**config.mk**
```make
export PLATFORM = sky130hd
export DESIGN_NAME = roi_bit_packer
export DESIGN_NICKNAME = d
export VERILOG_FILES = /design/src/rtl/roi_pkg.sv /design/src/rtl/bin_word_fifo.sv /design/src/rtl/roi_bit_packer.sv
export SDC_FILE = /design/constraint.sdc
export NUM_CORES = 1
export LEC_CHECK = 0
export ABC_AREA = 1
export CAP_MARGIN = 20
export CORE_MARGIN = 4
export CORE_UTILIZATION = 45
export CTS_CLUSTER_SIZE = 30
export DETAILED_ROUTE_END_ITERATION = 8
export GPL_TIMING_DRIVEN = 0
export PLACE_DENSITY_LB_ADDON = 0.08
export RECOVER_POWER = 25
export SYNTH_ARGS = -nofsm -noshare
export SYNTH_HDL_FRONTEND = slang
export SYNTH_SLANG_ARGS = --single-unit
```
**constraint.sdc**
```tcl
create_clock -name iCLK -period 5.63 [get_ports iCLK]
set_input_delay 1.4075 -clock iCLK [delete_from_list [all_inputs] [get_ports iCLK]]
set_output_delay 1.4075 -clock iCLK [all_outputs]
set_load 0.02 [all_outputs]
```
**src/rtl/roi_pkg.sv**
```systemverilog
// Shared types and sizing helpers for the ROI bit packer and its word FIFO.
package roi_pkg;

  localparam int STATE_W = 3;

  typedef enum logic [STATE_W-1:0] {
    ST_IDLE    = 3'd0,
    ST_ARMED   = 3'd1,
    ST_CAPTURE = 3'd2,
    ST_FLUSH   = 3'd3,
    ST_DRAIN   = 3'd4,
    ST_DONE    = 3'd5
  } state_e;

  // PTR_W = $clog2(FIFO_DEPTH), BITPOS_W = $clog2(WORD_W); never below 1 bit
  function automatic int ptr_w(input int depth);
    return (depth > 1) ? $clog2(depth) : 1;
  endfunction

  function automatic int bitpos_w(input int word_w);
    return (word_w > 1) ? $clog2(word_w) : 1;
  endfunction

endpackage

```
**src/rtl/bin_word_fifo.sv**
```systemverilog
// Synchronous word FIFO; a push into a full FIFO is accepted only when a pop frees a slot that cycle.
module bin_word_fifo
  import roi_pkg::*;
#(
  parameter int W     = 32,
  parameter int DEPTH = 16
) (
  input  logic         iCLK,
  input  logic         iRST_N,
  input  logic         i_push,
  input  logic [W-1:0] i_wdata,
  input  logic         i_pop,
  output logic [W-1:0] o_rdata,
  output logic         o_full,
  output logic         o_empty
);

  localparam int PTR_W = ptr_w(DEPTH);

  logic [W-1:0]     r_mem [DEPTH];
  logic [PTR_W-1:0] r_wptr, r_rptr;
  logic [PTR_W:0]   r_cnt;
  logic             w_wr, w_rd;

  assign o_full  = (r_cnt == (PTR_W+1)'(DEPTH));
  assign o_empty = (r_cnt == '0);
  assign w_rd    = i_pop && !o_empty;
  assign w_wr    = i_push && (!o_full || w_rd);
  assign o_rdata = r_mem[r_rptr];

  always_ff @(posedge iCLK or negedge iRST_N) begin
    if (!iRST_N) begin
      r_wptr <= '0;
      r_rptr <= '0;
      r_cnt  <= '0;
    end else begin
      if (w_wr) r_wptr <= r_wptr + 1'b1;
      if (w_rd) r_rptr <= r_rptr + 1'b1;
      if (w_wr && !w_rd)      r_cnt <= r_cnt + 1'b1;
      else if (w_rd && !w_wr) r_cnt <= r_cnt - 1'b1;
    end
  end

  always_ff @(posedge iCLK) begin
    if (w_wr) r_mem[r_wptr] <= i_wdata;
  end

endmodule

```
**src/rtl/roi_bit_packer.sv**
```systemverilog
// Thresholds ROI pixels of one armed frame to bits, packs them into words and
// hands the words to the HPS over a synchronised four-phase req/ack handshake.
module roi_bit_packer
  import roi_pkg::*;
#(
  parameter int PIX_W      = 12,
  parameter int WORD_W     = 32,
  parameter int FIFO_DEPTH = 16,
  parameter int COORD_W    = 12
) (
  input  logic               iCLK,
  input  logic               iRST_N,
  input  logic [PIX_W-1:0]   iDATA,
  input  logic               iDVAL,
  input  logic               iFVAL,
  input  logic               iLVAL,
  input  logic [PIX_W-1:0]   iTHRESHOLD,
  input  logic               iINVERT,
  input  logic [COORD_W-1:0] iX0,
  input  logic [COORD_W-1:0] iX1,
  input  logic [COORD_W-1:0] iY0,
  input  logic [COORD_W-1:0] iY1,
  input  logic               iSTART,
  input  logic               iRD_REQ,
  output logic [WORD_W-1:0]  oRD_DATA,
  output logic               oRD_ACK,
  output logic               oDONE,
  output logic               oOVF,
  output logic [15:0]        oWORD_CNT,
  output logic [STATE_W-1:0] oSTATE
);

  localparam int BITPOS_W = bitpos_w(WORD_W);

  state_e               r_state, w_state_nxt;
  logic                 r_fval_d, r_lval_d;
  logic [COORD_W-1:0]   r_x, r_y, r_x0, r_x1, r_y0, r_y1;
  logic [PIX_W-1:0]     r_thr;
  logic                 r_inv;
  logic                 r_pix_vld, r_pix_bit;
  logic [BITPOS_W-1:0]  r_pos;
  logic [WORD_W-1:0]    r_word, r_rd_data;
  logic                 r_req_m, r_req_s, r_ack, r_ovf;
  logic [15:0]          r_wcnt;

  logic w_fval_rise, w_fval_fall, w_lval_fall, w_in_roi, w_keep;
  logic w_last, w_flush, w_push, w_pop, w_full, w_empty;
  logic [WORD_W-1:0] w_word_nxt, w_push_data, w_head;

  assign w_fval_rise = iFVAL && !r_fval_d;
  assign w_fval_fall = !iFVAL && r_fval_d;
  assign w_lval_fall = !iLVAL && r_lval_d;

  always_comb begin
    w_state_nxt = r_state;
    case (r_state)
      ST_IDLE, ST_DONE: if (iSTART)                w_state_nxt = ST_ARMED;
      ST_ARMED:         if (w_fval_rise)           w_state_nxt = ST_CAPTURE;
      ST_CAPTURE:       if (w_fval_fall)           w_state_nxt = ST_FLUSH;
      ST_FLUSH:                                    w_state_nxt = ST_DRAIN;
      ST_DRAIN:         if (w_empty && !r_ack)     w_state_nxt = ST_DONE;
      default:                                     w_state_nxt = ST_IDLE;
    endcase
  end

  always_ff @(posedge iCLK or negedge iRST_N) begin
    if (!iRST_N) begin
      r_state  <= ST_IDLE;
      r_fval_d <= 1'b0;
      r_lval_d <= 1'b0;
      r_x      <= '0;
      r_y      <= '0;
    end else begin
      r_state  <= w_state_nxt;
      r_fval_d <= iFVAL;
      r_lval_d <= iLVAL;
      if (w_fval_rise) begin
        r_x <= '0;
        r_y <= '0;
      end else if (w_lval_fall) begin
        r_x <= '0;
        r_y <= r_y + 1'b1;
      end else if (iDVAL) begin
        r_x <= r_x + 1'b1;
      end
    end
  end

  // Gating on iFVAL keeps the pixel stage empty during FLUSH, so flush and word-complete never collide
  assign w_in_roi = (r_x >= r_x0) && (r_x <= r_x1) && (r_y >= r_y0) && (r_y <= r_y1);
  assign w_keep   = (r_state == ST_CAPTURE) && iFVAL && iDVAL && w_in_roi;

  assign w_word_nxt  = r_word | (WORD_W'(r_pix_bit) << r_pos);
  assign w_last      = r_pix_vld && (r_pos == BITPOS_W'(WORD_W-1));
  assign w_flush     = (r_state == ST_FLUSH) && (r_pos != '0);
  assign w_push      = w_last || w_flush;
  assign w_push_data = w_last ? w_word_nxt : r_word;

  always_ff @(posedge iCLK or negedge iRST_N) begin
    if (!iRST_N) begin
      r_x0 <= '0; r_x1 <= '0; r_y0 <= '0; r_y1 <= '0;
      r_thr     <= '0;
      r_inv     <= 1'b0;
      r_pix_vld <= 1'b0;
      r_pix_bit <= 1'b0;
      r_pos     <= '0;
      r_word    <= '0;
      r_ovf     <= 1'b0;
      r_wcnt    <= '0;
    end else begin
      r_pix_vld <= w_keep;
      r_pix_bit <= (iDATA > r_thr) ^ r_inv;
      if (r_state == ST_ARMED) begin
        r_x0 <= iX0; r_x1 <= iX1; r_y0 <= iY0; r_y1 <= iY1;
        r_thr  <= iTHRESHOLD;
        r_inv  <= iINVERT;
        r_pos  <= '0;
        r_word <= '0;
        r_ovf  <= 1'b0;
        r_wcnt <= '0;
      end else begin
        if (w_push) begin
          r_pos  <= '0;
          r_word <= '0;
          r_wcnt <= r_wcnt + 16'd1;
        end else if (r_pix_vld) begin
          r_pos  <= r_pos + 1'b1;
          r_word <= w_word_nxt;
        end
        if (w_push && w_full && !w_pop) r_ovf <= 1'b1;
      end
    end
  end

  bin_word_fifo #(.W(WORD_W), .DEPTH(FIFO_DEPTH)) u_fifo (
    .iCLK    (iCLK),
    .iRST_N  (iRST_N),
    .i_push  (w_push),
    .i_wdata (w_push_data),
    .i_pop   (w_pop),
    .o_rdata (w_head),
    .o_full  (w_full),
    .o_empty (w_empty)
  );

  assign w_pop = (r_state != ST_IDLE) && r_req_s && !r_ack && !w_empty;

  always_ff @(posedge iCLK or negedge iRST_N) begin
    if (!iRST_N) begin
      r_req_m   <= 1'b0;
      r_req_s   <= 1'b0;
      r_ack     <= 1'b0;
      r_rd_data <= '0;
    end else begin
      r_req_m <= iRD_REQ;
      r_req_s <= r_req_m;
      if (w_pop) begin
        r_rd_data <= w_head;
        r_ack     <= 1'b1;
      end else if ((r_state != ST_IDLE) && !r_req_s && r_ack) begin
        r_ack <= 1'b0;
      end
    end
  end

  assign oRD_DATA  = r_rd_data;
  assign oRD_ACK   = r_ack;
  assign oDONE     = (r_state == ST_DONE);
  assign oOVF      = r_ovf;
  assign oWORD_CNT = r_wcnt;
  assign oSTATE    = r_state;

endmodule
```
# Yosys cells after proc, flatten, opt, wreduce, memory -nomap -nowiden
# Memories as Yosys holds them, arrays and structs flattened. A register that Yosys moved wholly into a read port is not among the register bits.
# Cells that the tools add are included.
[word_totals] regBits=162 ramBits=512 in_bits=80 output_inout_bits=54 word_cells=127 mem_count=1
[memory_table] name="u_fifo.r_mem" words=16 width=32 read_ports=1 rd_ports_with_merged_regs=1 wr=1 line_no="bin_word_fifo.sv:20" text="logic [W-1:0] r_mem [DEPTH];"
[classes] add_sub_neg=8 order_cmp=5 n_eq_ne=11 shifts=1 muxes=27 bitwise_logic=2 reduce_logical=49
[ops] op="two-way mux 32 bit" count=4
[ops] op="two-way mux 12 bit" count=5
[ops] op="two-way mux 16 bit" count=2
[ops] op="bitwise OR 32 bit" count=1
[ops] op="<< shifter 1 x 5 -> 32 bit" count=1
[ops] op="two-way mux 5 bit" count=5
[ops] op="adder 12 x 1 -> 12 bit, second input constant" count=2
[ops] op="greater-or-equal comparator 12 bit" count=2
[ops] op="<= comparator 12 bit" count=2
[ops] op="logical AND 1 bit" count=23
[ops] op="adder 16 x 1 -> 16 bit, second input constant" count=1
[ops] op="case mux 3 bit (5 select lines)" count=1
[ops] op="> comparator 12 bit" count=1
[ops] op="two-way mux 3 bit" count=4
[ops] op="logical NOT 1 bit" count=11
[ops] op="adder 5 x 1 -> 5 bit, second input constant" count=2
[ops] op="== test 5 bit, second input constant" count=2
[ops] op="nonzero test 2 bit" count=5
[ops] op="nonzero test 3 bit" count=3
[ops] op="adder 4 x 1 -> 4 bit, second input constant" count=2
[ops] op="inequality test 2 bit, second input constant" count=4
[ops] op="== test 3 x 2 -> 1 bit, second input constant" count=2
[ops] op="== test 3 bit, second input constant" count=2
[ops] op="two-way mux 1 bit" count=6
[ops] op="9 further kinds" count=10

# Depth between registers and ports, before layout
[logic_depth] word_depth=11 mapped_depth=19 depth_no_buf=18

# By module
# Synthesis repeated with hierarchy kept, for this count alone.
[hier_totals] hier_cells=3322 hier_area_um2=31831.8
[by_module_without_submodules] module="bin_word_fifo" instances=1 cells_per_inst=2123 area_per_inst_um2=22201.3 seq_area_each_um2=15700.1
[by_module_without_submodules] module="roi_bit_packer" instances=1 cells_per_inst=1199 area_per_inst_um2=9630.5 seq_area_each_um2=4529.3

# Worst setup path before layout
# No wires, ideal clock.
[synth_timing] path_type="reg-to-reg" startpoint="register r_pos[2]" endpoint="memory u_fifo.r_mem[11][0], enable pin" setup_time_ps=461 t_arrival_ps=3839 required_ps=5169 slack_ps=1330 path_stages_with_launch=11 n_path_buf=1 synth_period_minus_slack_ps=4300 path_cell_list="dfrtp_1 nand2_1 nor2_1 ha_1 buf_2 nand2_1 nand2_2 nand2_4 inv_4 nand2_4 nor3_1"
[synth_between] elab_chain_len=6 elab_cells_between_ends=8 classes_between="eq/ne (1); mux (2); reduce/logical (5)"
[synth_rtl] element="start, declared" line_no="roi_bit_packer.sv:41" text="logic [BITPOS_W-1:0] r_pos;"
[synth_rtl] element="start signal, assigned" line_no="roi_bit_packer.sv:127" text="r_pos <= r_pos + 1'b1;"
[synth_rtl] element="== test 5 bit / nonzero test 5 bit (equally long branches)" line_no="roi_bit_packer.sv:94, roi_bit_packer.sv:95"
[synth_rtl] element="logical AND 1 bit, on equally long branches" line_no="roi_bit_packer.sv:94, roi_bit_packer.sv:95"
[synth_rtl] element="logical OR 1 bit (*)" line_no="roi_bit_packer.sv:96" text="assign w_push = w_last || w_flush;"
[synth_rtl] element="logical AND 1 bit (*)" line_no="bin_word_fifo.sv:28" text="assign w_wr = i_push && (!o_full || w_rd);"
[synth_rtl] element="named net u_fifo.w_wr" line_no="bin_word_fifo.sv:23" text="logic w_wr, w_rd;"
[synth_rtl] element="two-way mux 1 bit (*)" line_no="bin_word_fifo.sv:45" text="if (w_wr) r_mem[r_wptr] <= i_wdata;"
[synth_rtl] element="two-way mux 1 bit (implied by the code) (*)" line_no="bin_word_fifo.sv:45"
[synth_rtl] element="end, declared" line_no="bin_word_fifo.sv:20"
# The timed path passes the listed nets; every way through them passes the cells marked *.

# Final worst setup path
[layout_timing] startpoint="register r_state[2], in the netlist oSTATE[2]" endpoint="register u_fifo.r_cnt[3]"
[layout_between] elab_chain_len=10 elab_cells_between_ends=16 classes_between="eq/ne (1); mux (1); reduce/logical (14)"
[layout_rtl] element="start, declared" line_no="roi_bit_packer.sv:35" text="state_e r_state, w_state_nxt;"
[layout_rtl] element="start signal, assigned" line_no="roi_bit_packer.sv:74" text="r_state <= w_state_nxt;"
[layout_rtl] element="nonzero test 3 bit" line_no="roi_bit_packer.sv:146" text="assign w_pop = (r_state != ST_IDLE) && r_req_s && !r_ack && !w_empty;"
[layout_rtl] element="logical AND 1 bit (3 in a row)" line_no="roi_bit_packer.sv:146"
[layout_rtl] element="logical AND 1 bit" line_no="bin_word_fifo.sv:27" text="assign w_rd = i_pop && !o_empty;"
[layout_rtl] element="logical OR 1 bit" line_no="bin_word_fifo.sv:28"
[layout_rtl] element="logical AND 1 bit" line_no="bin_word_fifo.sv:28"
[layout_rtl] element="logical NOT 1 bit" line_no="bin_word_fifo.sv:40" text="else if (w_rd && !w_wr) r_cnt <= r_cnt - 1'b1;"
[layout_rtl] element="logical AND 1 bit" line_no="bin_word_fifo.sv:40"
[layout_rtl] element="nonzero test 2 bit (no line)"
[layout_rtl] element="end signal, assigned" line_no="bin_word_fifo.sv:39" text="if (w_wr && !w_rd) r_cnt <= r_cnt + 1'b1;"
[layout_rtl] element="end signal, assigned" line_no="bin_word_fifo.sv:40"
[layout_rtl] element="end, declared" line_no="bin_word_fifo.sv:22" text="logic [PTR_W:0] r_cnt;"
# Several ways; a longest one is shown, not always the timed one.
# A chain may end at the register's enable or synchronous reset.

==> impl_metrics.csv <==
group,metric,value,unit
pwr,p_leak,14.2,nW
timing,fmax,251,MHz
global_route,first_global_vias,22175,
setup_path,worstRegToRegCells,16,
clock_tree,clkSinkCount,706,
synth,synth_compound_area_share,7.17,%
synth,synth_edf_count,512,
die,core_area,0.0673,mm2
clock_tree,cts_hold_buf,0,
setup_path,worstPathArrival,4.51,ns
timing,setup_viol,0,
hold_path,hold_end,"r_req_s$_DFF_PN0_",
global_route,grt-ovfl-total,0,
timing,slew_headroom,-93.4,%
timing,rsz0062_at_grt,"no",
pwr,pwr-share-comb,34.5,%
layout,nets,3299,
global_route,grt_max_degree,86,
global_route,groute.usage.overall,25.8,%
setup_path,r2r-end,"u_fifo.r_cnt[3]$_DFFE_PN0P_",
synth,synth-adder-area-share,3.13,%
layout,area_growth,18.6,%
timing,finalMaxSlewViolations,49,
clock_tree,htree_num_levels,3,
detailed_routing,wl_per_cell,22.8,um
synth,synthTopCellsByArea,"edfxtp_1, dfrtp_1, nand2_1, nand3_1, a21oi_1",
placement,dp.final_hpwl,63600,um
clock_tree,path_clk_slew,0.06,ns
setup_path,endpoint_kind,"flip-flop",
hold_path,min_path_cells,0,
synth,netlist_area,0.0306,mm2
outcome,violations,"max-capacitance violations, max-slew violations",
synth,yosysTopAreaCellShare,50.3,%
clock_tree,cts_setup_buffers,0,
pwr,swShare,37.6,%
clock_tree,cts_resized,0,
pwr,cellPowerDensity,469,mW/mm2
layout,drive_gt1_share,8.23,%
detailed_routing,viasPerCell,5.50,
timing,finalHoldViolCount,0,
layout,multi_input_area,0.00910,mm2
setup_path,path_class,"reg -> reg",
timing,worstMarginPinSlew,2.90,ns
die,start_util,45.5,%
setup_path,regToRegSetupSlack,1.64,ns
clock_tree,root_buffer,"clkbuf_16",
layout,fillCellCount,5883,
hold_path,min_from,"r_req_m$_DFF_PN0_",
clock_tree,cts_tree,"built",
synth,synth_seq_cells,706,
synth,yosysSeqAreaShare,66.1,%
hold_path,hp-class,"reg -> reg",
setup_path,critPathRequiredTime,6.15,ns
synth,synthArstFlopShare,27.5,%
detailed_routing,drc,0,
clock_tree,cts_made_buffers,77,
synth,synthCells,2891,
pwr,intPower,10.6,mW
synth,syn-num-nets,3047,
die,die_h,269,um
layout,post-route-util,53.9,%
global_route,antenna_found_initial,1,
layout,seqCellArea,0.0202,mm2
synth,synthMuxAreaShare,0,%
placement,routabilityCongestion,0.840,
synth,synth_area_leader_cell,"edfxtp_1",
synth,synth_top_family_by_area,"simple AND/OR/NAND/NOR gates",
pwr,peakVddDrop,315,uV
synth,synthSimpleGateAreaFrac,18.7,%
placement,portBuffers,132,
synth,avgSynthCellArea,10.6,um2
detailed_routing,drt-pass1-iter-count,5,
timing,layout_min_cycle_time,3.99,ns
clock_tree,clock_latency,0.62,ns
synth,ys.warnings.count,0,
die,fp-row-count,95,
pwr,power.net_switching,6.39,mW
timing,clock_skew,0.0307,ns
synth,synth_xor_area_share,0.315,%
job,max_cap_viol_count,1,
synth,ys.flop_type,"edfxtp_1",
outcome,run_status,"finished with violations",
setup_path,r2r-start,"oSTATE[2]$_DFFE_PN0P_",
timing,finalCritPeriodShare,70.9,%
detailed_routing,wirelength,92900,um
clock_tree,clk_path_buf_depth,3,
setup_path,path_max_fanout,10,
die,pin_count,134,
detailed_routing,drt-initial-drc-count,2039,
synth,yosysUniqueCellTypes,49,
pwr,seqPwrFrac,36.0,%
global_route,grt_pass1_wl,138000,um
setup_path,cp-start-kind,"flip-flop",
die,design.die.area,0.0722,mm2
detailed_routing,drtAntennaViolNets,0,
detailed_routing,num_vias,22465,
die,dieWidth,269,um
placement,place_ws,1.88,ns
timing,fin_ws,1.64,ns
pwr,clockPowerShare,29.5,%
-- power groups by stage --
stage / Clock, mW / Combinational [mW] / Sequential [mW]
floorplan: 0 / 3.50 / 6.30
finish: 5.02 / 5.87 / 6.12
global placement: 0 / 5.78 / 6.22
CTS: 5.11 / 5.93 / 6.12
detailed placement: 0 / 5.90 / 6.22
global route: 5.35 / 6.52 / 6.15
-- placed cells by master, fill, tap and decap left out, types with 6 or more instances in the layout --
cell type        netlist  routed
a21oi_1              237     237
buf_6                  3      18
xor2_1                10      10
nand4_1               35      35
buf_2                 77      71
dfrtp_1              194     194
o31ai_2                0       7
ha_1                  75      75
nor3_1                38      36
buf_12                 0      11
clkinv_1               2      17
clkinv_2               0      10
clkbuf_1              52      85
edfxtp_1             512     512
o21ai_0               87      88
bufinv_16              0       6
nor2_1               116     104
clkbuf_16              0      81
buf_4                  2       9
o31ai_1               41      32
inv_1                178     180
buf_16                 0       6
nand2_1              834     834
o21ai_1               23      21
clkdlybuf4s50_1        0     128
buf_1                 16      13
nand3_1              311     313
nor2_4                 1      14
-- final cells by class --
type                       instances  area share, %
clock inverter                    37          0.970
sequential                       706           55.8
tap                              873           3.01
inverter                         188           1.96
multi-input combinational       1847           25.1
antenna                            1        0.00690
buffer                           150           1.84
timing repair buffer             173           5.36
clock buffer                     106           5.96
-- synth_stat cells, types with 10 or more instances --
| library cell | count |
|---|---|
| a21oi_1 | 237 |
| buf_1 | 16 |
| buf_2 | 77 |
| clkbuf_1 | 52 |
| dfrtp_1 | 194 |
| edfxtp_1 | 512 |
| ha_1 | 75 |
| inv_1 | 178 |
| nand2_1 | 834 |
| nand3_1 | 311 |
| nand4_1 | 35 |
| nor2_1 | 116 |
| nor3_1 | 38 |
| o21ai_0 | 87 |
| o21ai_1 | 23 |
| o31ai_1 | 41 |
| xor2_1 | 10 |
-- state kept, by name (all words and copies together) (netlist names), 4 cells and up --
signal,flops
u_fifo.r_mem,512
oRD_DATA,32
r_word,32
oWORD_CNT,16
r_thr,12
r_x0,12
r_x1,12
r_x,12
r_y0,12
r_y1,12
r_y,12
r_pos,5
u_fifo.r_cnt,5
u_fifo.r_rptr,4
u_fifo.r_wptr,4
-- critical path, cell delays in order, from the launching register on --
cell     delay [ns]
dfrtp_1        0.53
inv_1          0.15
nand2_1        0.14
nand3_1        0.18
nor2_1         1.13
inv_4          0.18
buf_6          0.28
ha_1           0.23
inv_1          0.14
ha_1           0.25
nand2_1        0.06
inv_1          0.03
o21ai_0        0.13
nand2_1        0.11
o21ai_0        0.17
a21oi_1        0.06
a21oi_1        0.12
-- routing by layer --
layer / global-route usage, % / part of all wire (%) / up-vias
met1: 34.0 / 41 / 11014
met4: 7.74 / 2.7 / 0
met2: 44.6 / 50 / 849
met3: 3.98 / 6.8 / 138
li1: - / - / 10464
met5: 0 / 0 / -
-- logic make-up after synthesis --
logic type                 count (synthesis)
adders and majority gates                 76
AOI/OAI and AO/OA                        406
xor gates and xnor gates                  11
buffers and inverters                    338
and+or+nand+nor                         1354
DFF                                      706
-- through the flow --
step | setup TNS, ns | instances | power, mW | hold slack [ns] | cell area, um2
after floorplan | 0 | 2891 | 9.80 | 0.331 | 30600
final | 0 | 4081 | 17.0 | 0.356 | 36300
after CTS | 0 | 4080 | 17.2 | 0.358 | 36300
after detailed placement | 0 | 3937 | 12.1 | 0.350 | 33800
after global routing | 0 | 4081 | 18.0 | 0.368 | 36300
after global placement | -1446.55 | 3896 | 12.0 | 0.346 | 33000
-- worst max-delay path by stage --
stage / slack [ns] / to / start / depth (start not counted)
5_1_grt: 1.30 / u_fifo.r_cnt[3]$_DFFE_PN0P_ / oSTATE[2]$_DFFE_PN0P_ / 16
6_report: 1.64 / u_fifo.r_cnt[3]$_DFFE_PN0P_ / oSTATE[2]$_DFFE_PN0P_ / 16
2_1_floorplan: 1.33 / u_fifo.r_mem[11][0]$_DFFE_PP_ / r_pos[2]$_DFFE_PN0P_ / 10
4_1_cts: 1.88 / u_fifo.r_mem[14][26]$_DFFE_PP_ / r_pos[2]$_DFFE_PN0P_ / 11
3_3_place_gp: -6.04 / oRD_DATA[14]$_DFFE_PN0P_ / iRST_N / 1
3_5_place_dp: 1.88 / u_fifo.r_mem[14][26]$_DFFE_PP_ / r_pos[2]$_DFFE_PN0P_ / 11
Note: power is estimated with default switching activity, not from simulation.
